$ cat config.mk
export PLATFORM = sky130hd
export DESIGN_NAME = dmem_sample_arbiter_flat
export DESIGN_NICKNAME = d
export VERILOG_FILES = /design/src/rtl/dmem_arb_pkg.sv /design/src/rtl/dmem_sample_arbiter_if.sv /design/src/rtl/dmem_sample_arbiter_ring_addr_gen.sv /design/src/rtl/dmem_sample_arbiter.sv /design/src/flat_wrapper.sv
export SDC_FILE = /design/constraint.sdc
export NUM_CORES = 1
export LEC_CHECK = 0
export ABC_AREA = 1
export CAP_MARGIN = 20
export CELL_PAD_IN_SITES_DETAIL_PLACEMENT = 0
export CELL_PAD_IN_SITES_GLOBAL_PLACEMENT = 1
export CORE_MARGIN = 1.5
export CORE_UTILIZATION = 26
export DETAILED_ROUTE_END_ITERATION = 10
export GPL_TIMING_DRIVEN = 0
export PLACE_DENSITY = 0.85
export SLEW_MARGIN = 10
export SYNTH_ARGS = -nofsm -noshare
export SYNTH_HDL_FRONTEND = slang
export SYNTH_SLANG_ARGS = --single-unit
$ cat constraint.sdc
create_clock -name clock -period 1.75 [get_ports clock]
set_clock_uncertainty 0.1 [all_clocks]
set_input_delay 0.175 -clock clock [delete_from_list [all_inputs] [get_ports clock]]
set_output_delay 0.175 -clock clock [all_outputs]
set_load 0.05 [all_outputs]
$ cat src/rtl/dmem_arb_pkg.sv
// Shared types and defaults for the data-memory sample arbiter: FSM states,
// ring-buffer placement and the field layout of an accelerometer sample.
package dmem_arb_pkg;

  typedef enum logic [1:0] {
    ST_IDLE  = 2'd0,
    ST_PEND  = 2'd1,
    ST_FORCE = 2'd2
  } arb_state_t;

  localparam logic [11:0] DEF_BUF_BASE  = 12'hF00;
  localparam int          DEF_BUF_DEPTH = 16;
  localparam int          DEF_MAX_WAIT  = 4;

  // Sample layout is x5|y5|z5, z in the low bits.
  localparam int ACL_FIELD_W = 5;
  localparam int ACL_Z_LSB   = 0;
  localparam int ACL_Y_LSB   = 5;
  localparam int ACL_X_LSB   = 10;

  function automatic logic [ACL_FIELD_W-1:0] acl_field(input logic [14:0] sample,
                                                       input int          lsb);
    return sample[lsb +: ACL_FIELD_W];
  endfunction

endpackage

$ cat src/rtl/dmem_sample_arbiter_if.sv
// Bus bundle around the arbiter: CPU dmem request side, accelerometer
// sample handshake and the single RAM port.
interface dmem_sample_arbiter_if #(
  parameter int ADDR_W = 12,
  parameter int DATA_W = 32,
  parameter int ACL_W  = 15
);
  logic              cpu_req;
  logic              cpu_wren;
  logic [ADDR_W-1:0] cpu_addr;
  logic [DATA_W-1:0] cpu_data;
  logic              cpu_stall;

  logic              acl_valid;
  logic [ACL_W-1:0]  acl_data;
  logic              acl_ready;

  logic              ram_wren;
  logic [ADDR_W-1:0] ram_addr;
  logic [DATA_W-1:0] ram_data;

  modport slave (
    input  cpu_req, cpu_wren, cpu_addr, cpu_data, acl_valid, acl_data,
    output cpu_stall, acl_ready, ram_wren, ram_addr, ram_data
  );

  modport master (
    output cpu_req, cpu_wren, cpu_addr, cpu_data, acl_valid, acl_data,
    input  cpu_stall, acl_ready, ram_wren, ram_addr, ram_data
  );
endinterface

$ cat src/rtl/dmem_sample_arbiter_ring_addr_gen.sv
// Ring-buffer write pointer and saturating count of samples written to RAM,
// both advanced by a single increment pulse.
module ring_addr_gen
  import dmem_arb_pkg::*;
#(
  parameter  int BUF_DEPTH = DEF_BUF_DEPTH,
  localparam int PTR_W     = $clog2(BUF_DEPTH)
) (
  input  logic             clock,
  input  logic             reset,
  input  logic             inc,
  output logic [PTR_W-1:0] wr_ptr,
  output logic [15:0]      sample_count
);

  // NOTE: registers use non-blocking assignments so every flop samples
  // pre-edge values regardless of statement order.
  always_ff @(posedge clock) begin
    if (!reset) begin
      wr_ptr       <= '0;
      sample_count <= '0;
    end else if (inc) begin
      // Power-of-two depth: natural overflow is the ring wrap.
      wr_ptr <= wr_ptr + PTR_W'(1);
      if (sample_count != 16'hFFFF) sample_count <= sample_count + 16'd1;
    end
  end

endmodule

$ cat src/rtl/dmem_sample_arbiter.sv
// Shares the dmem RAM port between the CPU and accelerometer samples; samples
// are written to a RAM ring buffer, CPU has priority up to MAX_WAIT busy cycles.
module dmem_sample_arbiter
  import dmem_arb_pkg::*;
#(
  parameter  int                ADDR_W    = 12,
  parameter  int                DATA_W    = 32,
  parameter  int                ACL_W     = 15,
  parameter  logic [ADDR_W-1:0] BUF_BASE  = DEF_BUF_BASE,
  parameter  int                BUF_DEPTH = DEF_BUF_DEPTH,
  parameter  int                MAX_WAIT  = DEF_MAX_WAIT,
  localparam int                PTR_W     = $clog2(BUF_DEPTH)
) (
  input  logic                  clock,
  input  logic                  reset,
  dmem_sample_arbiter_if.slave  bus,
  output logic [PTR_W-1:0]      wr_ptr,
  output logic [15:0]           sample_count,
  output logic                  overrun
);

  localparam int WAIT_W = (MAX_WAIT > 1) ? $clog2(MAX_WAIT) : 1;

  arb_state_t        state;
  logic [ACL_W-1:0]  hold_data;
  logic [WAIT_W-1:0] wait_cnt;
  logic              grant;
  logic              capture;
  logic              wait_done;

  // Reset gating keeps a sample pending at reset from reaching RAM.
  assign grant     = reset && ((state == ST_PEND && !bus.cpu_req) || state == ST_FORCE);
  assign capture   = bus.acl_valid && bus.acl_ready;
  assign wait_done = (wait_cnt == WAIT_W'(MAX_WAIT - 1));

  assign bus.acl_ready = reset && (state == ST_IDLE || grant);
  assign bus.cpu_stall = reset && (state == ST_FORCE) && bus.cpu_req;

  // NOTE: every output gets a default before the branch, so no latch is inferred.
  always_comb begin
    bus.ram_wren = bus.cpu_req && bus.cpu_wren;
    bus.ram_addr = bus.cpu_addr;
    bus.ram_data = bus.cpu_data;
    if (grant) begin
      bus.ram_wren = 1'b1;
      bus.ram_addr = BUF_BASE + ADDR_W'(wr_ptr);
      bus.ram_data = {{(DATA_W - ACL_W){1'b0}}, hold_data};
    end
  end

  // NOTE: hold_data is a plain datapath register without reset; the FSM state
  // alone says whether it holds a valid sample.
  always_ff @(posedge clock) begin
    if (capture) hold_data <= bus.acl_data;
  end

  always_ff @(posedge clock) begin
    if (!reset) begin
      state    <= ST_IDLE;
      wait_cnt <= '0;
      overrun  <= 1'b0;
    end else begin
      // A sample arriving while the hold is full and not draining is dropped.
      overrun <= bus.acl_valid && !bus.acl_ready;
      unique case (state)
        ST_IDLE: begin
          if (capture) begin
            state    <= ST_PEND;
            wait_cnt <= '0;
          end
        end
        ST_PEND: begin
          if (!bus.cpu_req) begin
            state    <= capture ? ST_PEND : ST_IDLE;
            wait_cnt <= '0;
          end else begin
            wait_cnt <= wait_cnt + WAIT_W'(1);
            if (wait_done) state <= ST_FORCE;
          end
        end
        ST_FORCE: begin
          state    <= capture ? ST_PEND : ST_IDLE;
          wait_cnt <= '0;
        end
        default: state <= ST_IDLE;
      endcase
    end
  end

  ring_addr_gen #(
    .BUF_DEPTH (BUF_DEPTH)
  ) u_ring_addr_gen (
    .clock        (clock),
    .reset        (reset),
    .inc          (grant),
    .wr_ptr       (wr_ptr),
    .sample_count (sample_count)
  );

endmodule

$ cat src/flat_wrapper.sv
// flat-port wrapper written by rule: the top's interface ports become plain ports
module dmem_sample_arbiter_flat import dmem_arb_pkg::*;
#(
  parameter  int                ADDR_W    = 12,
  parameter  int                DATA_W    = 32,
  parameter  int                ACL_W     = 15,
  parameter  logic [ADDR_W-1:0] BUF_BASE  = DEF_BUF_BASE,
  parameter  int                BUF_DEPTH = DEF_BUF_DEPTH,
  parameter  int                MAX_WAIT  = DEF_MAX_WAIT,
  localparam int                PTR_W     = $clog2(BUF_DEPTH)
)
  (clock, reset, wr_ptr, sample_count, overrun, bus_cpu_req, bus_cpu_wren, bus_cpu_addr, bus_cpu_data, bus_acl_valid, bus_acl_data, bus_cpu_stall, bus_acl_ready, bus_ram_wren, bus_ram_addr, bus_ram_data);
  dmem_sample_arbiter_if #(.ADDR_W(ADDR_W), .DATA_W(DATA_W), .ACL_W(ACL_W)) bus_i ();
  input  logic clock;
  input  logic reset;
  output logic [PTR_W-1:0] wr_ptr;
  output logic [15:0] sample_count;
  output logic overrun;
  input wire logic [$bits(bus_i.cpu_req)-1:0] bus_cpu_req;
  input wire logic [$bits(bus_i.cpu_wren)-1:0] bus_cpu_wren;
  input wire logic [$bits(bus_i.cpu_addr)-1:0] bus_cpu_addr;
  input wire logic [$bits(bus_i.cpu_data)-1:0] bus_cpu_data;
  input wire logic [$bits(bus_i.acl_valid)-1:0] bus_acl_valid;
  input wire logic [$bits(bus_i.acl_data)-1:0] bus_acl_data;
  output wire logic [$bits(bus_i.cpu_stall)-1:0] bus_cpu_stall;
  output wire logic [$bits(bus_i.acl_ready)-1:0] bus_acl_ready;
  output wire logic [$bits(bus_i.ram_wren)-1:0] bus_ram_wren;
  output wire logic [$bits(bus_i.ram_addr)-1:0] bus_ram_addr;
  output wire logic [$bits(bus_i.ram_data)-1:0] bus_ram_data;
  assign bus_i.cpu_req = bus_cpu_req;
  assign bus_i.cpu_wren = bus_cpu_wren;
  assign bus_i.cpu_addr = bus_cpu_addr;
  assign bus_i.cpu_data = bus_cpu_data;
  assign bus_i.acl_valid = bus_acl_valid;
  assign bus_i.acl_data = bus_acl_data;
  assign bus_cpu_stall = bus_i.cpu_stall;
  assign bus_acl_ready = bus_i.acl_ready;
  assign bus_ram_wren = bus_i.ram_wren;
  assign bus_ram_addr = bus_i.ram_addr;
  assign bus_ram_data = bus_i.ram_data;
  dmem_sample_arbiter #(.ADDR_W(ADDR_W), .DATA_W(DATA_W), .ACL_W(ACL_W), .BUF_BASE(BUF_BASE), .BUF_DEPTH(BUF_DEPTH), .MAX_WAIT(MAX_WAIT)) u_core (.clock(clock), .reset(reset), .bus(bus_i), .wr_ptr(wr_ptr), .sample_count(sample_count), .overrun(overrun));
endmodule
# --- Word-level counts from Yosys, hierarchy flattened ---
# Index checks and enable logic that the tools add are counted.
totals:
  in_bits: 64
  wordCells: 44
  regBits: 40
  out_inout_bits: 68
classes:
  mux: 11
  add_sub_neg: 4
  n_reduce_logical: 17
  eq_ne: 6
ops:
  columns: ["op", "n"]
  rows:
  - ["32-bit 2-to-1 mux", 1]
  - ["16-bit by 1-bit adder with 16-bit output, second input constant", 1]
  - ["16-bit != test, second input constant", 1]
  - ["12-bit 2-to-1 mux", 1]
  - ["2-bit case mux with 3 select lines", 2]
  - ["9-bit by 5-bit adder with 10-bit output, first input constant", 1]
  - ["2-bit 2-to-1 mux", 5]
  - ["1-bit logical AND", 8]
  - ["2-bit AND reduction", 3]
  - ["4-bit by 1-bit adder with 4-bit output, second input constant", 1]
  - ["2-bit equality test, second input constant", 2]
  - ["3-bit by 2-bit != test with 1-bit output, second input constant", 1]
  - ["3-bit nonzero test", 1]
  - ["2-bit by 1-bit adder with 2-bit output, second input constant", 1]
  - ["2-bit by 1-bit equality test with 1-bit output, second input constant", 1]
  - ["1-bit zero test", 2]
  - ["2-bit zero test", 1]
  - ["1-bit logical OR", 2]
  - ["1-bit 2-to-1 mux", 2]
  - ["2-bit by 1-bit != test with 1-bit output, second input constant", 1]

# --- Depth between registers and ports, before layout ---
logic_depth:
  word_depth: 10
  ltp_mapped: 10
  mapped_depth_nobuf: 10

# --- Modules after synthesis ---
# A second synthesis with hierarchy kept.
hier_totals:
  cells_unflattened: 343
  hier_area_um2: 2403.6
modules_own_cells:
  columns: ["module", "area_each_um2", "n_inst", "cells_each", "seq_area_each_um2"]
  rows:
  - ["dmem_sample_arbiter", 1280.0, 1, 174, 550.5]
  - ["ring_addr_gen", 1123.6, 1, 169, 400.4]

# --- Least setup slack after synthesis ---
# Ideal clock, no wire load.
synth_path:
  path_kind: "register to output"
  startpoint: "register u_core.state[1]"
  endpoint: "output port bus_ram_addr[1]"
  setup_slack_ns: -0.569
  path_stages_with_launch: 7
  t_required_ns: 1.475
  n_path_buf: 1
  t_arrival_ns: 2.044
  path_cell_list: "dfxtp_1 inv_2 nand2_2 o21ai_2 nand2_2 clkbuf_1 o21ai_0"
synth_via:
  elab_chain_len: 5
  elab_cells_between_ends: 6
  classes_between: "eq/ne (2); mux (1); reduce/logical (3)"
synth_lines:
  columns: ["item", "line_no", "text"]
  rows:
  - ["start: declaration", "dmem_sample_arbiter.sv:24", "arb_state_t state;"]
  - ["start signal: assignment", "dmem_sample_arbiter.sv:74", "state <= capture ? ST_PEND : ST_IDLE;"]
  - ["start signal: assignment", "dmem_sample_arbiter.sv:82", "state <= capture ? ST_PEND : ST_IDLE;"]
  - ["2-bit by 1-bit equality test with 1-bit output", "dmem_sample_arbiter.sv:32", "assign grant = reset && ((state == ST_PEND && !bus.cpu_req) || state == ST_FORCE);"]
  - ["1-bit logical AND", "dmem_sample_arbiter.sv:32", null]
  - ["1-bit logical OR (*)", "dmem_sample_arbiter.sv:32", null]
  - ["1-bit logical AND (*)", "dmem_sample_arbiter.sv:32", null]
  - ["12-bit 2-to-1 mux (*)", "dmem_sample_arbiter.sv:44", "if (grant) begin"]
  - ["end: declaration", "flat_wrapper.sv:28", "output wire logic [$bits(bus_i.ram_addr)-1:0] bus_ram_addr;"]
# Mark *: on every way between the ends. The rest lies on a longest branch, timed or not.

# --- Worst setup path in the final report ---
layout_path:
  startpoint: "register u_core.state[0]"
  endpoint: "output port bus_ram_addr[10]"
# The elaborated chain is that of the path after synthesis.

==> reports/qor.csv <==
stage,metric,value,unit
synth,synth_area,2330,um^2
clock_network,cts_htree_levels,2,
floorplan,die_width,97.66,um
synth,ys_types,28,
timing,finalMaxSlewViolations,0,
drt,vias,2581,
synth,ys_warn_count,0,
worst_setup_path,r2r-end,u_core.u_ring_addr_gen.sample_count[2]$_SDFFE_PN0P_,
worst_setup_path,reg2reg_slack,140,ps
synth,avgSynthCellArea,6.913,um^2
drt,routed_wirelength,7741,um
place,place_hpwl,5787,um
power_and_ir_drop,power,2.445,mW
power_and_ir_drop,max-vdd-ir-drop,0.0003376,V
place,numPortBuffers,130,
place,globalplace.congestion,0.8624,
timing,worst_pin_slew,602.6,ps
synth,ys_seq_area_share,40.82,%
global_route,use_met3,3.813,%
clock_network,clk_path_buf_depth,2,
hold_path,worstHoldEndpoint,u_core.u_ring_addr_gen.sample_count[10]$_SDFFE_PN0P_,
drt,postRouteAntennaNets,0,
cells_and_area,nets,558,
worst_setup_path,path_common_cell,nand2_4,
outcome,violations,setup timing,
outcome,outcome,finished with violations,
drt,wl_per_cell,12.90,um
clock_network,cts.reportedPaths.clkPinSlew,70,ps
clock_network,hold_buffers,0,
hold_path,hold_depth,3,
timing,setup_viol,45,
global_route,grt_use_met2,28.37,%
drt,remaining_drc_errors,0,
drt,drtPass1Iterations,4,
cells_and_area,syn_to_final_growth,83.51,%
worst_setup_path,path_class,reg -> out,
clock_network,clock_latency,290,ps
global_route,use_met1,19.61,%
worst_setup_path,crit_slowest_cell,dfxtp_4,
timing,layout_setup_ws,-121.0,ps
worst_setup_path,start_kind,flop,
worst_setup_path,critPathMaxFanout,7,
place,place_ws,-1130,ps
worst_setup_path,cp.arrival,1600,ps
synth,syn-num-nets,404,
floorplan,io_pins,132,
cells_and_area,drive_above_1_share,34.15,%
worst_setup_path,slowest_delay,380,ps
floorplan,fp.dieArea,9537,um^2
run,maxCapViolations,0,
floorplan,core_area,8721,um^2
clock_network,cts_num_sinks,40,
clock_network,tritoncts,done,
global_route,grt_busiest_layer,met2,
global_route,antenna_found_initial,0,
worst_setup_path,reg2reg_from,u_core.u_ring_addr_gen.sample_count[1]$_SDFFE_PN0P_,
synth,netlist_instances,337,
timing,period_share,106.9,%
clock_network,cts_root_buf,clkbuf_8,
worst_setup_path,required,1470,ps
drt,viasPerCell,4.302,
cells_and_area,nFillCells,861,
drt,drt_iter0_markers,69,
timing,slew_headroom,59.83,%
global_route,grt_pass1_wl,12190,um
floorplan,start_util,26.71,%
synth,ys_seq_elements,40,
power_and_ir_drop,leakage,1.900,nW
timing,min_period,1871,ps
power_and_ir_drop,powerDensity,571.8,nW/um^2
clock_network,cts-buffers-inserted,5,
global_route,grt_max_degree,16,
worst_setup_path,reg2reg_depth,10,
worst_setup_path,crit_chain,inv_4 > nand2_4 > o21ai_4 > nand2_4 > clkinv_8 > buf_16 > or2_4 > buf_8,
global_route,grt_pass1_vias,2477,
worst_setup_path,end_kind,output pin,
timing,max_freq,534.5,MHz
floorplan,rows,34,
cells_and_area,num_antenna_cells,0,
global_route,grt-ovfl-total,0,
timing,hold_viol,0,
floorplan,die_height,97.66,um
timing,rsz0062_at_grt,true,
hold_path,hp-start,reset,
global_route,grt_usage,15.93,%
hold_path,hp-class,in -> reg,
through the flow:
| stage | hold WS (ps) | utilization (%) | TNS (ps) | std cells | cell area (um^2) |
|---|---|---|---|---|---|
| finish | 181.8 | 49.02 | -3222 | 600 | 4275 |
| global route | 214.3 | 49.02 | -7025 | 600 | 4275 |
| CTS | 184.8 | 47.20 | -5512 | 594 | 4116 |
| detailed placement | 377.9 | 44.16 | -56250 | 575 | 3851 |
| global placement | 354.4 | 44.16 | -55710 | 575 | 3851 |
| floorplan | 173.9 | - | -221.2 | 337 | 2415 |
worst max-delay path, delay by kind of cell (launching register included):
kind,cells,cell delay [ps]
buffers and inverters,4,430
flip-flops,1,380
AO/OA/AOI/OAI,1,70
AND/OR/NAND/NOR,3,420
metal layers:
layer,up-vias,share of wire [%]
met2,100,49
met1,1132,44
met3,6,6.5
li1,1343,-
met5,-,0
met4,0,0.71
flip-flops by register name (all words and copies together) (netlist names):
name and count:
u_core.hold_data 15, u_core.overrun 1, u_core.state 2, u_core.u_ring_addr_gen.sample_count 16, u_core.u_ring_addr_gen.wr_ptr 4, u_core.wait_cnt 2
synth_stat cells:
cell type  count  area [um^2]
inv_2          3        11.26
clkbuf_1       5        18.77
nand2_1      116        435.4
nand4_1        5        31.28
a21oi_1       11        55.05
buf_12         1        20.02
nor2_1        45        168.9
xor2_1         5        43.79
nand2_2        7        43.79
or2_1          1        6.260
nor2_4         4        45.04
a21oi_2        9        78.83
or2_2          3        18.77
and2_1         1        6.260
nor4_1         1        6.260
edfxtp_1      15        450.4
dfxtp_1       25        500.5
o21ai_2        1        8.760
nand2_4        2        22.52
nand3_1        9        45.04
buf_4          1        7.510
ha_1           3        37.54
inv_1         44        165.2
o21a_1         1        7.510
nor3_1         3        15.01
buf_2          4        20.02
o21ai_0       11        55.05
o21ai_1        1        5.000
where the power goes:
group          switching [mW]  internal [mW]
clock network           0.321          0.423
logic                   0.402          0.309
registers             0.00883          0.981
layout by cell type, fill, tap and decap left out, types with 3 or more instances in the layout:
cell type and count:
nand2_1 101, clkdlybuf4s50_1 63, inv_1 42, buf_4 32, nor2_1 24, buf_6 21
nor2_2 21, nand2_2 18, dlygate4sd2_1 18, edfxtp_1 15, a21oi_1 11, dfxtp_1 11
buf_8 10, dfxtp_2 10, nand3_1 9, a21oi_2 9, o21ai_0 8, nand2_4 6
clkbuf_4 6, nand4_1 5, xor2_1 5, clkbuf_8 5, or2_4 4, nor2_4 4
dfxtp_4 4, o21ai_2 3
what timing repair did:
| action | CTS | global route |
|---|---|---|
| endpoints found under the setup margin | 75 | 63 |
| gates cloned | 1 | 0 |
| setup buffers | 11 | 7 |
| gates resized for setup | 350 | 38 |
| pin swaps | 5 | 6 |
| endpoints found under the hold margin | 0 | 0 |
logic make-up after synthesis:
family / share of synthesized area [%]
adders and majority gates: 1.611
and+or+nand+nor: 36.25
buffers and inverters: 10.42
AOI/OAI and AO/OA: 9.022
DFF: 40.82
xor gates and xnor gates: 1.880
worst max-delay path by stage:
| stage | startpoint | end | slack [ps] |
|---|---|---|---|
| after global routing | u_core.state[1]$_SDFFE_PN0P_ | bus_ram_addr[0] | -200 |
| after CTS | u_core.state[1]$_SDFFE_PN0P_ | bus_ram_addr[0] | -170 |
| final | u_core.state[0]$_SDFFE_PN0P_ | bus_ram_addr[10] | -120 |
| after global placement | bus_cpu_req | bus_ram_addr[0] | -1150 |
| after detailed placement | bus_cpu_req | bus_ram_addr[0] | -1130 |
| after floorplan | u_core.state[1]$_SDFFE_PN0P_ | bus_ram_addr[1] | -220 |
cell type report:
cell class	count	area [um^2]	area share, %
Sequential cell	40	978.4	22.89
Multi-Input combinational cell	239	1292	30.23
Timing Repair Buffer	148	1460	34.15
Tap cell	108	135.1	3.161
Clock inverter	2	35.03	0.8194
Buffer	10	103.9	2.429
Inverter	47	197.7	4.624
Clock buffer	6	72.57	1.697
(Power assumes the default switching activity.)
